## src/rtl/rv32_bus_arbiter_pkg.sv

```systemverilog
// Shared definitions for the two-port CPU bus arbiter: FSM encoding,
// port indices and the default response timeout.
package rv32_bus_arbiter_pkg;

  typedef enum logic [2:0] {
    ST_IDLE    = 3'd0,
    ST_ISSUE_A = 3'd1,
    ST_ISSUE_B = 3'd2,
    ST_BUSY_A  = 3'd3,
    ST_BUSY_B  = 3'd4
  } arb_state_e;

  localparam logic PORT_A = 1'b0;
  localparam logic PORT_B = 1'b1;

  localparam int TMO_CYCLES_DEFAULT = 255;

  // A request is any read or write strobe; write wins when both are seen.
  function automatic logic req_strobe(input logic re, input logic we);
    return re | we;
  endfunction

endpackage

```

## src/rtl/rv32_bus_arb_pend.sv

```systemverilog
// Per-port pending-request flag: captures single-cycle strobes, merges
// repeats, clears on issue and ignores strobes while the port owns the bus.
module rv32_bus_arb_pend
  import rv32_bus_arbiter_pkg::*;
(
  input  logic i_clk,
  input  logic i_rst,
  input  logic i_re,
  input  logic i_we,
  input  logic i_clr,
  input  logic i_ignore,
  output logic o_pend_eff,
  output logic o_pend_we
);

  logic pend_r;
  logic pend_we_r;
  logic strobe_s;

  assign strobe_s = req_strobe(i_re, i_we);

  // Pending flag register; clear-on-issue has priority over a new strobe.
  always_ff @(posedge i_clk) begin
    if (i_rst) begin
      pend_r    <= 1'b0;
      pend_we_r <= 1'b0;
    end else if (i_clr) begin
      pend_r    <= 1'b0;
      pend_we_r <= 1'b0;
    end else if (!i_ignore && strobe_s) begin
      pend_r    <= 1'b1;
      pend_we_r <= i_we;
    end
  end

  // Effective pending view includes a strobe arriving in this cycle.
  assign o_pend_eff = pend_r | (strobe_s & ~i_clr & ~i_ignore);
  assign o_pend_we  = pend_we_r;

endmodule

```

## src/rtl/rv32_bus_arbiter.sv

```systemverilog
// Two-port CPU bus arbiter (A = LSU, B = fetch): latches request strobes,
// issues one bus strobe per grant, routes the response and enforces a timeout.
module rv32_bus_arbiter
  import rv32_bus_arbiter_pkg::*;
#(
  parameter int XLEN        = 32,
  parameter int ROUND_ROBIN = 0,
  parameter int TMO_CYCLES  = TMO_CYCLES_DEFAULT
) (
  input  logic            i_clk,
  input  logic            i_rst,
  input  logic [XLEN-1:0] i_a_req_addr,
  input  logic [XLEN-1:0] i_a_req_data,
  input  logic [3:0]      i_a_req_ben,
  input  logic            i_a_req_re,
  input  logic            i_a_req_we,
  input  logic            i_a_req_src,
  input  logic            i_a_req_priv,
  input  logic            i_a_req_rvso,
  output logic [XLEN-1:0] o_a_rsp_data,
  output logic            o_a_rsp_ack,
  output logic            o_a_rsp_err,
  input  logic [XLEN-1:0] i_b_req_addr,
  input  logic [XLEN-1:0] i_b_req_data,
  input  logic [3:0]      i_b_req_ben,
  input  logic            i_b_req_re,
  input  logic            i_b_req_we,
  input  logic            i_b_req_src,
  input  logic            i_b_req_priv,
  input  logic            i_b_req_rvso,
  output logic [XLEN-1:0] o_b_rsp_data,
  output logic            o_b_rsp_ack,
  output logic            o_b_rsp_err,
  output logic [XLEN-1:0] o_bus_req_addr,
  output logic [XLEN-1:0] o_bus_req_data,
  output logic [3:0]      o_bus_req_ben,
  output logic            o_bus_req_re,
  output logic            o_bus_req_we,
  output logic            o_bus_req_src,
  output logic            o_bus_req_priv,
  output logic            o_bus_req_rvso,
  input  logic [XLEN-1:0] i_bus_rsp_data,
  input  logic            i_bus_rsp_ack,
  input  logic            i_bus_rsp_err,
  output logic            o_arb_busy
);

  localparam int            CW       = (TMO_CYCLES > 2) ? $clog2(TMO_CYCLES) : 1;
  localparam logic [CW-1:0] TMO_LAST = CW'(TMO_CYCLES - 1);

  arb_state_e    state_r;
  arb_state_e    state_s;
  logic          rr_r;
  logic          rr_s;
  logic [CW-1:0] cnt_r;
  logic          a_pend_eff_s;
  logic          a_pend_we_s;
  logic          b_pend_eff_s;
  logic          b_pend_we_s;
  logic          tmo_hit_s;
  logic          done_s;
  logic          grant_a_s;
  logic          grant_b_s;

  rv32_bus_arb_pend u_pend_a (
    .i_clk      (i_clk),
    .i_rst      (i_rst),
    .i_re       (i_a_req_re),
    .i_we       (i_a_req_we),
    .i_clr      (state_r == ST_ISSUE_A),
    .i_ignore   (state_r == ST_BUSY_A),
    .o_pend_eff (a_pend_eff_s),
    .o_pend_we  (a_pend_we_s)
  );

  rv32_bus_arb_pend u_pend_b (
    .i_clk      (i_clk),
    .i_rst      (i_rst),
    .i_re       (i_b_req_re),
    .i_we       (i_b_req_we),
    .i_clr      (state_r == ST_ISSUE_B),
    .i_ignore   (state_r == ST_BUSY_B),
    .o_pend_eff (b_pend_eff_s),
    .o_pend_we  (b_pend_we_s)
  );

  assign tmo_hit_s = (cnt_r == TMO_LAST);
  assign done_s    = i_bus_rsp_ack | i_bus_rsp_err | tmo_hit_s;
  assign grant_a_s = (state_r == ST_ISSUE_A) || (state_r == ST_BUSY_A);
  assign grant_b_s = (state_r == ST_ISSUE_B) || (state_r == ST_BUSY_B);

  // FSM state and round-robin pointer registers.
  always_ff @(posedge i_clk) begin
    if (i_rst) begin
      state_r <= ST_IDLE;
      rr_r    <= PORT_A;
    end else begin
      state_r <= state_s;
      rr_r    <= rr_s;
    end
  end

  // Timeout counter: cycles spent waiting for a response, zero otherwise.
  always_ff @(posedge i_clk) begin
    if (i_rst) begin
      cnt_r <= {CW{1'b0}};
    end else if ((state_r == ST_BUSY_A) || (state_r == ST_BUSY_B)) begin
      cnt_r <= cnt_r + CW'(1);
    end else begin
      cnt_r <= {CW{1'b0}};
    end
  end

  // Next-state and grant selection.
  always_comb begin
    state_s = state_r;
    rr_s    = rr_r;
    case (state_r)
      ST_IDLE: begin
        if (a_pend_eff_s && b_pend_eff_s) begin
          if (ROUND_ROBIN != 0) begin
            state_s = (rr_r == PORT_B) ? ST_ISSUE_B : ST_ISSUE_A;
            rr_s    = (rr_r == PORT_A) ? PORT_B : PORT_A;
          end else begin
            state_s = ST_ISSUE_A;
          end
        end else if (a_pend_eff_s) begin
          state_s = ST_ISSUE_A;
        end else if (b_pend_eff_s) begin
          state_s = ST_ISSUE_B;
        end else begin
          state_s = ST_IDLE;
        end
      end
      ST_ISSUE_A: state_s = ST_BUSY_A;
      ST_ISSUE_B: state_s = ST_BUSY_B;
      ST_BUSY_A: begin
        if (done_s) begin
          state_s = b_pend_eff_s ? ST_ISSUE_B : ST_IDLE;
        end else begin
          state_s = ST_BUSY_A;
        end
      end
      ST_BUSY_B: begin
        if (done_s) begin
          state_s = a_pend_eff_s ? ST_ISSUE_A : ST_IDLE;
        end else begin
          state_s = ST_BUSY_B;
        end
      end
      default: state_s = ST_IDLE;
    endcase
  end

  // Bus strobes and response routing; a real ack masks the timeout error.
  always_comb begin
    o_bus_req_re = 1'b0;
    o_bus_req_we = 1'b0;
    o_a_rsp_ack  = 1'b0;
    o_a_rsp_err  = 1'b0;
    o_a_rsp_data = {XLEN{1'b0}};
    o_b_rsp_ack  = 1'b0;
    o_b_rsp_err  = 1'b0;
    o_b_rsp_data = {XLEN{1'b0}};
    o_arb_busy   = (state_r != ST_IDLE);
    case (state_r)
      ST_ISSUE_A: begin
        o_bus_req_re = ~a_pend_we_s;
        o_bus_req_we = a_pend_we_s;
      end
      ST_ISSUE_B: begin
        o_bus_req_re = ~b_pend_we_s;
        o_bus_req_we = b_pend_we_s;
      end
      ST_BUSY_A: begin
        o_a_rsp_ack  = i_bus_rsp_ack;
        o_a_rsp_err  = i_bus_rsp_err | (tmo_hit_s & ~i_bus_rsp_ack);
        o_a_rsp_data = i_bus_rsp_data;
      end
      ST_BUSY_B: begin
        o_b_rsp_ack  = i_bus_rsp_ack;
        o_b_rsp_err  = i_bus_rsp_err | (tmo_hit_s & ~i_bus_rsp_ack);
        o_b_rsp_data = i_bus_rsp_data;
      end
      default: begin
        o_arb_busy = 1'b0;
      end
    endcase
  end

  // Payload mux from the granted port; all zero while idle.
  always_comb begin
    if (grant_a_s) begin
      o_bus_req_addr = i_a_req_addr;
      o_bus_req_data = i_a_req_data;
      o_bus_req_ben  = i_a_req_ben;
      o_bus_req_src  = i_a_req_src;
      o_bus_req_priv = i_a_req_priv;
      o_bus_req_rvso = i_a_req_rvso;
    end else if (grant_b_s) begin
      o_bus_req_addr = i_b_req_addr;
      o_bus_req_data = i_b_req_data;
      o_bus_req_ben  = i_b_req_ben;
      o_bus_req_src  = i_b_req_src;
      o_bus_req_priv = i_b_req_priv;
      o_bus_req_rvso = i_b_req_rvso;
    end else begin
      o_bus_req_addr = {XLEN{1'b0}};
      o_bus_req_data = {XLEN{1'b0}};
      o_bus_req_ben  = 4'b0000;
      o_bus_req_src  = 1'b0;
      o_bus_req_priv = 1'b0;
      o_bus_req_rvso = 1'b0;
    end
  end

endmodule

```

## config.mk

```make
export PLATFORM = sky130hd
export DESIGN_NAME = rv32_bus_arbiter
export DESIGN_NICKNAME = d
export VERILOG_FILES = /design/src/rtl/rv32_bus_arbiter_pkg.sv /design/src/rtl/rv32_bus_arb_pend.sv /design/src/rtl/rv32_bus_arbiter.sv
export SDC_FILE = /design/constraint.sdc
export NUM_CORES = 1
export LEC_CHECK = 0
export BUFFER_PORTS_ARGS = -buffer_cell sky130_fd_sc_hd__buf_2
export CORE_AREA = 5 5 122 124
export DETAILED_ROUTE_END_ITERATION = 7
export DIE_AREA = 0 0 127 129
export GPL_TIMING_DRIVEN = 0
export SLEW_MARGIN = 20
export SYNTH_ARGS = -nofsm -noshare
export SYNTH_HDL_FRONTEND = slang
export SYNTH_SLANG_ARGS = --single-unit
```

## constraint.sdc

```tcl
create_clock -name i_clk -period 2 [get_ports i_clk]
set_clock_uncertainty 0.2 [all_clocks]
set_input_delay 0.1 -clock i_clk [delete_from_list [all_inputs] [get_ports i_clk]]
set_output_delay 0.1 -clock i_clk [all_outputs]
set_load 0.1 [all_outputs]
```

==> results_dict.tcl, run 1 <==
set metrics [dict create \
    outcome "complete, but fails checks" \
    violations "setup timing" \
    final_nets 789 \
    whs_endpoint "u_pend_a.pend_r" \
    insertedDiodeCount 0 \
    required_ps 1700 \
    multi_input_area_um2 1800 \
    critPathMostFrequentCell "buf_12" \
    drtAntennaViolNets 0 \
    fin_crit_ps 2030 \
    reg2reg_slack_ps 220 \
    syn_area_um2 1940 \
    cts.path.max_buffers 2 \
    whs_path_depth 2 \
    wl_per_cell_um 21.1 \
    fp.coreArea_um2 13700 \
    p_per_area_nw_per_um2 1300 \
    seqPwrFrac_pct 4.4 \
    ios 324 \
    ys_seq_elements 15 \
    regArea_um2 303 \
    areaGrowthSynthToFinish_pct 213 \
    grt_max_degree 11 \
    cts_made_buffers 3 \
    ys_seq_area_share_pct 15.5 \
    finalMaxSlewViolations 0 \
    cp-end-kind "output port" \
    rows 43 \
    vias 3741 \
    clkPwrFrac_pct 4.9 \
    placed_cell_area_um2 3960 \
    layout-drive-gt1-share_pct 81.0 \
    worst_pin_slew_ps 545 \
    ctsHtreeMaxLevel 1 \
    grt_pass1_wl_um 22200 \
    syn_inst 265 \
    worstPathMaxFanout 9 \
    vdd_drop_max_v 0.000822 \
    clock_sinks 15 \
    drcViolationCount 0 \
    cap_violations 0 \
    antenna_found_initial 1 \
    switching_power_mw 4.84 \
    cts_tree "built" \
    syn_nets 449 \
    initial_core_util_pct 14.2 \
    firstDrtPassIters 5 \
    nFillCells 1270 \
    leakage_nw 3.08 \
    synth_cell_type_count 35 \
    critPathKind "reg2out" \
    worstReg2RegEnd "cnt_r[5]" \
    root_buffer "clkbuf_16" \
    swShare_pct 60.9 \
    reg2reg_from "state_r[1]" \
    yosys_warnings 0 \
    startpoint_type "register" \
    synth_area_per_cell_um2 7.33 \
    p_total_mw 7.94 \
    die-area_um2 16400 \
    drt-total-wl_um 16500 \
    grt_pass1_vias 3684 \
    max_freq_ghz 0.493 \
    fin_ws_ps -26.6 \
    crit_slowest_cell "dfxtp_2" \
    internal-power_mw 3.10 \
    min_from "i_rst" \
    die_height_um 129 \
    rsz0062_at_grt "true" \
    finalSetupViolations 20 \
    vias_per_cell 4.77 \
    finalHoldViolCount 0 \
    die_w_um 127 \
    r2r.worst_path.cells 5 \
    drtIter0Drc 172 \
    relSlewSlack_pct 63.7 \
    crit_path_cell_trace "buf_8, nand2b_4, a21oi_4, buf_12, buf_12, buf_8, a22o_4, buf_12" \
    track_usage_pct 17.0 \
    combPwrFrac_pct 90.7 \
    clock_latency_ps 250 \
    dp_hpwl_um 11500 \
    clk_pin_slew_worst_paths_ps 50 \
    fin_crit_sh_pct 101 \
    gr-total-overflow 0 \
    final_area_um2 6090 \
    arrival_ps 1730 \
    gp_congestion 0.844 \
    slowest_delay_ps 320 \
    hp-class "in2reg" \
    io_buffer_count 322 \
]
-- critical path: cells and delay by family (launching register included) --
family	cells	cell delay, ps
simple gates	1	150
flops	1	320
compound gates	2	310
buf+inv	5	700
-- final cells by class --
type / instances / area share, %
Timing Repair Buffer: 335 / 55.5
Sequential cell: 15 / 4.97
Buffer: 34 / 4.85
Clock inverter: 1 / 0.0822
Clock buffer: 3 / 1.23
Multi-Input combinational cell: 213 / 29.5
Inverter: 3 / 0.185
Tap cell: 180 / 3.70
-- layer usage --
metal,GRT usage [%],vias to the layer above,part of all wire (%)
li1,-,1707,-
met1,20.5,1753,36
met2,29.3,235,51
met3,4.82,46,8.6
met4,5.55,0,4.1
met5,0,-,0
-- cells in the mapped netlist --
| library cell | n | area share [%] |
|---|---|---|
| a211o_1 | 2 | 0.90 |
| a211oi_1 | 1 | 0.39 |
| a21o_1 | 1 | 0.39 |
| a21oi_1 | 5 | 1.3 |
| a21oi_2 | 1 | 0.45 |
| a22o_1 | 71 | 32 |
| a22oi_1 | 1 | 0.39 |
| a31oi_1 | 1 | 0.32 |
| and2_1 | 1 | 0.32 |
| and3_1 | 66 | 21 |
| and3_2 | 1 | 0.39 |
| and4_2 | 1 | 0.52 |
| buf_1 | 1 | 0.19 |
| buf_2 | 15 | 3.9 |
| clkbuf_1 | 18 | 3.5 |
| dfxtp_1 | 15 | 15 |
| ha_1 | 2 | 1.3 |
| inv_1 | 3 | 0.58 |
| nand2_1 | 6 | 1.2 |
| nand2b_1 | 4 | 1.3 |
| nand3_1 | 5 | 1.3 |
| nand3b_1 | 1 | 0.39 |
| nand4_1 | 2 | 0.64 |
| nor2_1 | 17 | 3.3 |
| nor2b_1 | 1 | 0.32 |
| nor3_1 | 4 | 1.0 |
| o21a_1 | 1 | 0.39 |
| o21ai_0 | 6 | 1.5 |
| o21bai_1 | 1 | 0.39 |
| o22a_1 | 1 | 0.45 |
| or2b_1 | 1 | 0.39 |
| or3b_1 | 1 | 0.45 |
| or4_1 | 1 | 0.39 |
| xnor2_1 | 2 | 0.90 |
| xor2_1 | 5 | 2.3 |
-- registers in the layout, indices dropped and copies added (netlist names) --
| signal | flops |
|---|---|
| u_pend_a.o_pend_we | 1 |
| u_pend_a.pend_r | 1 |
| u_pend_b.o_pend_we | 1 |
| state_r | 3 |
| u_pend_b.pend_r | 1 |
| cnt_r | 8 |
-- cell usage in the layout, fill, tap and decap left out, drive strengths merged, types with 2 or more instances in the layout --
cell type,instances
nand2b,4
a21oi,6
nand4,2
nor3,4
buf,351
xor2,5
nand3,5
a22o,71
clkbuf,17
xnor2,2
o21ai,6
and3,67
dfxtp,15
nor2,17
a211o,2
dlygate4sd3,4
inv,3
nand2,6
ha,2
-- power by group through the flow --
stage               Clock, mW  Combinational (mW)  Sequential [mW]
global placement            0                5.20            0.348
floorplan                   0                4.30            0.344
finish                  0.391                7.20            0.348
global route            0.416                7.36            0.352
CTS                     0.397                6.84            0.346
detailed placement          0                5.19            0.349
-- worst max path at each step --
stage / from / to / slack, ps / cells past startpoint
after floorplan: state_r[1] / o_arb_busy / -70 / 4
after global placement: state_r[1] / o_bus_req_data[31] / -520 / 6
after detailed placement: state_r[1] / o_bus_req_data[31] / -540 / 6
after CTS: state_r[1] / o_bus_req_data[31] / -70 / 8
after global routing: state_r[2] / o_bus_req_addr[10] / -100 / 7
final: state_r[2] / o_bus_req_ben[1] / -30 / 8
-- kinds of logic (layout without fill, tap and decap cells) --
logic type      Yosys count  in the layout  share of synthesized area (%)
compound gates           92             92                           38.9
xor+xnor                  7              7                           3.16
fa+ha+maj                 2              2                           1.29
buf+inv                  37            376                           8.11
flops                    15             15                           15.5
simple gates            112            112                           33.1
-- metrics by stage --
step	instances	setup TNS (ps)	hold slack, ps	utilization (%)	worst slack (ps)
after floorplan	265	-69.7	40.5	-	-69.7
after global placement	767	-44530	179	29.0	-519
after detailed placement	767	-45050	170	29.0	-540
after CTS	782	-207	33.3	41.9	-70.3
after global routing	784	-4350	79.6	44.6	-96.2
final	784	-214	28.1	44.6	-26.6
-- repair_timing --
| item | in CTS | in global routing |
|---|---|---|
| endpoints found under the hold margin | 4 | 0 |
| gates resized for setup | 448 | 84 |
| gates cloned | 1 | 1 |
| pin swaps | 1 | 3 |
| setup buffers | 6 | 1 |
| endpoints found under the setup margin | 142 | 133 |
| hold buffers | 4 | 0 |
Power figures use the tool's default switching activity.
==> inputs of run 2 (changes only) <==
- CORE_AREA: 5 5 122 124 -> 5 5 123 125
- DIE_AREA: 0 0 127 129 -> 0 0 128 130
- clock period: 2 -> 2.5 ns (I/O delays scaled with it)
==> run 2 against run 1 <==
Clock power shrank 20%. Count of clock-buffer cells in the layout unchanged. Global-route usage decreased by 1.9 points. Cell area down 30%. Utilization is 14 points lower. Critical endpoint is now o_bus_req_addr[2]. The run now ends clean. Routed wire length is 14% lower. Non-clock buffer count decreased by 10. Worst hold slack got worse by 8.4 ps. Die area grew 1.6%. Critical path depth decreased by 1.
==> results_dict.tcl, run 2 (synthesized netlist as in run 1, its figures left out) <==
set metrics [dict create \
    arrival_ps 2070 \
    grt_pass1_wl_um 19700 \
    areaGrowthSynthToFinish_pct 120 \
    fin_crit_sh_pct 95.8 \
    leakage_nw 2.55 \
    clock_sinks 15 \
    swShare_pct 71.8 \
    antenna_found_initial 0 \
    p_per_area_nw_per_um2 1160 \
    fp.coreArea_um2 13800 \
    worstReg2RegEnd "state_r[2]" \
    setup.worst_path.start "state_r[1]" \
    regArea_um2 300 \
    max_freq_ghz 0.418 \
    die_w_um 128 \
    initial_core_util_pct 14.1 \
    ctsHtreeMaxLevel 1 \
    fin_crit_ps 2390 \
    finalHoldViolCount 0 \
    cp-end-kind "output port" \
    wl_per_cell_um 18.4 \
    drt-total-wl_um 14300 \
    rows 43 \
    drcViolationCount 0 \
    largest_registers "cnt_r x8, state_r x3" \
    p_total_mw 4.97 \
    final_area_um2 4270 \
    crit_end "o_bus_req_addr[2]" \
    relSlewSlack_pct 66.9 \
    multi_input_area_um2 1510 \
    root_buffer "clkbuf_16" \
    final_nets 779 \
    crit_slowest_cell "dfxtp_1" \
    cts_made_buffers 3 \
    dp_hpwl_um 12100 \
    cap_violations 0 \
    finalHoldWorstSlack_ps 19.7 \
    clk_pin_slew_worst_paths_ps 50 \
    cts_tree "built" \
    gp_congestion 0.944 \
    critPathBufInv 4 \
    cts.path.max_buffers 2 \
    vdd_drop_max_v 0.000618 \
    firstDrtPassIters 4 \
    placed_cell_area_um2 3790 \
    gr-total-overflow 0 \
    vias 3459 \
    worst_pin_slew_ps 500 \
    critPathTopFamily "buffers and inverters" \
    slowest_delay_ps 300 \
    outcome "finished clean" \
    finalMaxSlewViolations 0 \
    clkPwrFrac_pct 6.3 \
    top_register "cnt_r" \
    final_cell_mix "buf_2 (231), a22o_1 (71), and3_1 (66), clkbuf_4 (53), buf_4 (36)" \
    startpoint_type "register" \
    hp-class "in2reg" \
    required_ps 2170 \
    track_usage_pct 15.1 \
    vias_per_cell 4.46 \
    layout-drive-gt1-share_pct 59.8 \
    switching_power_mw 3.57 \
    drtAntennaViolNets 0 \
    grt_max_degree 11 \
    internal-power_mw 1.40 \
    clock_latency_ps 240 \
    ios 324 \
    seqPwrFrac_pct 5.5 \
    combPwrFrac_pct 88.2 \
    reg2reg_from "cnt_r[0]" \
    worstPathMaxFanout 10 \
    critPathKind "reg2out" \
    io_buffer_count 322 \
    reg2reg_slack_ps 740 \
    crit_path_cell_trace "clkbuf_2, nand2b_1, a21oi_4, buf_12, buf_2, a22o_1, buf_4" \
    grt_pass1_vias 3430 \
    r2r.worst_path.cells 6 \
    nFillCells 1529 \
    finalSetupViolations 0 \
    die_height_um 130 \
    final_common_cell "buf_2" \
    largest_reg_flops 8 \
    drtIter0Drc 169 \
    path_depth 7 \
    die-area_um2 16600 \
]
[run 2: worst min-delay path by stage]
| stage | cells after the start | slack, ps | end | from |
|---|---|---|---|---|
| 2_1_floorplan | 2 | 70 | u_pend_a.o_pend_we | i_a_req_we |
| 3_3_place_gp | 3 | 200 | u_pend_a.o_pend_we | i_a_req_we |
| 3_5_place_dp | 3 | 200 | u_pend_a.o_pend_we | i_a_req_we |
| 4_1_cts | 3 | 20 | u_pend_a.pend_r | i_a_req_re |
| 5_1_grt | 3 | 30 | u_pend_a.pend_r | i_a_req_re |
| 6_report | 3 | 20 | u_pend_a.pend_r | i_a_req_re |
[run 2: worst reg2reg max path, stage by stage, from the launching register on]
cell and delay (ps):
dfxtp_1 430, inv_1 70, ha_1 200, nand3_1 90, o21a_1 210, or2b_1 250
a211oi_1 220
[run 2: cell type report]
class | instances | area share [%]
repair buffers | 325 | 46.4
inverters | 3 | 0.264
clock inverters | 1 | 0.117
multi-input cells | 213 | 35.3
well taps | 180 | 5.27
diodes | 1 | 0.0586
flip-flops and latches | 15 | 7.03
plain buffers | 34 | 3.81
clock buffers | 3 | 1.76
[run 2: metal layers]
metal  part of all wire (%)  track usage (%)  routed length [um]
met1                     39             18.0                5570
met2                     48             26.0                6840
met3                     12             6.84                1780
met4                   0.51             1.62                  73
met5                      0                0                   0
[run 2: metrics by stage]
stage | TNS [ps] | util [%] | setup slack [ps] | instances
4_1_cts | 0 | 29.5 | 2.94 | 774
5_1_grt | -8.51 | 31.0 | -7.27 | 774
3_5_place_dp | -290 | 27.5 | -49.0 | 767
3_3_place_gp | -359 | 27.5 | -61.8 | 767
2_1_floorplan | 0 | - | 21.8 | 265
6_report | 0 | 31.0 | 106 | 775
[run 2: timing repair]
| item | CTS | global route |
|---|---|---|
| resized for setup | 60 | 76 |
| hold endpoints to repair | 2 | 0 |
| pin swaps | 1 | 1 |
| hold buffers | 2 | 0 |
| endpoints found under the setup margin | 115 | 96 |
| setup buffers | 1 | 0 |
[run 2: power groups by stage]
| stage | Combinational [mW] | Sequential, mW | Clock (mW) |
|---|---|---|---|
| 6_report | 4.39 | 0.275 | 0.311 |
| 5_1_grt | 4.53 | 0.278 | 0.335 |
| 3_5_place_dp | 4.10 | 0.280 | 0 |
| 2_1_floorplan | 3.34 | 0.275 | 0 |
| 3_3_place_gp | 4.10 | 0.278 | 0 |
| 4_1_cts | 4.27 | 0.275 | 0.318 |
==> inputs of run 3 (changes only) <==
- CORE_AREA: 5 5 123 125 -> 5 5 122 124
- DIE_AREA: 0 0 128 130 -> 0 0 127 129
- clock period: 2.5 -> 2.4 ns (I/O delays scaled with it)
==> run 3 against run 2 <==
Clock power grew 2%. Total power grew 6.9%. Combinational power is 7.3% higher. Flip-flop and latch count is the same. Critical path depth did not move. Largest power group unchanged. Highest routed layer unchanged. Die area decreased by 1.5%. Sequential power is 4% higher. Worst hold slack got worse by 0.95 ps. Critical endpoint is now o_bus_req_data[1].
==> results_dict.tcl, run 3 (synthesized netlist as in run 1, its figures left out) <==
set metrics [dict create \
    outcome "finished clean" \
    finalHoldWorstSlack_ps 18.8 \
    dp_hpwl_um 11600 \
    gp_congestion 0.877 \
    finalSetupTns_ps 0 \
    multi_input_area_um2 1550 \
    arrival_ps 2000 \
    drtIter0Drc 204 \
    antenna_found_initial 0 \
    clock_sinks 15 \
    largest_reg_flops 8 \
    die_height_um 129 \
    ctsHtreeMaxLevel 1 \
    initial_core_util_pct 14.2 \
    cts_made_buffers 3 \
    drcViolationCount 0 \
    p_total_mw 5.32 \
    grt_pass1_vias 3356 \
    worstPathMaxFanout 10 \
    rsz0062_at_grt "true" \
    top_register "cnt_r" \
    ios 324 \
    insertedDiodeCount 0 \
    die-area_um2 16400 \
    leakage_nw 2.61 \
    firstDrtPassIters 4 \
    vdd_drop_max_v 0.000665 \
    final_common_cell "buf_2" \
    cts.path.max_buffers 2 \
    fin_crit_ps 2320 \
    hp-class "in2reg" \
    rows 43 \
    drt-total-wl_um 13900 \
    largest_registers "cnt_r x8, state_r x3" \
    layout-drive-gt1-share_pct 60.3 \
    areaGrowthSynthToFinish_pct 130 \
    root_buffer "clkbuf_16" \
    finalMaxSlewViolations 0 \
    drtAntennaViolNets 0 \
    die_w_um 127 \
    relSlewSlack_pct 66.9 \
    max_freq_ghz 0.431 \
    finalHoldViolCount 0 \
    gr-total-overflow 0 \
    grt_max_degree 11 \
    fp.coreArea_um2 13700 \
    fin_crit_sh_pct 96.7 \
    cp-end-kind "output port" \
    startpoint_type "register" \
    clk_pin_slew_worst_paths_ps 50 \
    final_nets 779 \
    finalSetupViolations 0 \
    p_per_area_nw_per_um2 1190 \
    cts_tree "built" \
    track_usage_pct 14.8 \
    regArea_um2 300 \
    critPathKind "reg2out" \
    cap_violations 0 \
    io_buffer_count 322 \
    grt_pass1_wl_um 19300 \
    worst_pin_slew_ps 500 \
    vias 3423 \
    vias_per_cell 4.42 \
    nFillCells 1461 \
    clock_latency_ps 240 \
    required_ps 2080 \
    final_cell_mix "buf_2 (214), a22o_1 (67), and3_1 (66), buf_4 (53), buf_6 (30)" \
    wl_per_cell_um 18.0 \
]
run 3: cell count changes in the layout (fill, tap and decap cells not counted), moves of 2 or more:
cell	delta
buf_8	+9
clkbuf_1	+2
buf_6	+15
clkbuf_4	-24
buf_4	+17
buf_2	-17
a22o_4	+4
a22o_1	-4
run 3: repair_timing:
item / 4_1_cts / 5_1_grt
resized for setup: 105 / 83
hold endpoints to repair: 2 / 0
pin swaps: 1 / 0
hold buffers: 2 / 0
setup endpoints to repair: 117 / 94
setup buffers: 1 / 0
run 3: layout make-up:
| cell class | count | share of cell area (%) |
|---|---|---|
| plain buffers | 34 | 3.72 |
| clock buffers | 4 | 1.76 |
| inverters | 3 | 0.252 |
| multi-input cells | 213 | 34.6 |
| flip-flops and latches | 15 | 6.72 |
| well taps | 180 | 5.04 |
| repair buffers | 325 | 47.9 |
run 3: path summary, 6_finish.rpt:
path	startpoint	to	cells past startpoint	slack, ps
max reg2reg	state_r[1]	cnt_r[3]	4	700
min reg2reg	u_pend_b.pend_r	u_pend_b.pend_r	2	250
max	state_r[1]	o_bus_req_data[1]	7	80
min	i_a_req_re	u_pend_a.pend_r	3	20
run 3: critical path, stage by stage (launching register included):
cell and delay, ps:
dfxtp_1 300, clkbuf_2 200, nand2b_1 240, a21oi_4 190, buf_12 140, buf_2 240
a22o_1 230, buf_8 220
run 3: layer usage:
layer	part of all wire [%]	global-route usage [%]	up-vias	routed length [um]
met3	9.8	4.77	12	1360
met4	0.65	1.07	0	91
met1	42	19.2	1557	5810
li1	-	-	1685	-
met5	0	0	-	0
met2	48	24.9	169	6640
run 3: through the flow:
stage	setup WS, ps	area [um^2]	utilization [%]	std cells
global placement	-230	3800	27.8	767
detailed placement	-190	3800	27.8	767
CTS	0.341	4190	30.6	774
finish	79.0	4470	32.7	774
global route	-15.6	4470	32.7	774
floorplan	30.0	1960	-	265
run 3: where the power goes:
part | internal [mW] | switching, mW
registers | 0.272 | 0.0129
clock network | 0.224 | 0.0930
logic | 1.10 | 3.62
total | 1.59 | 3.72
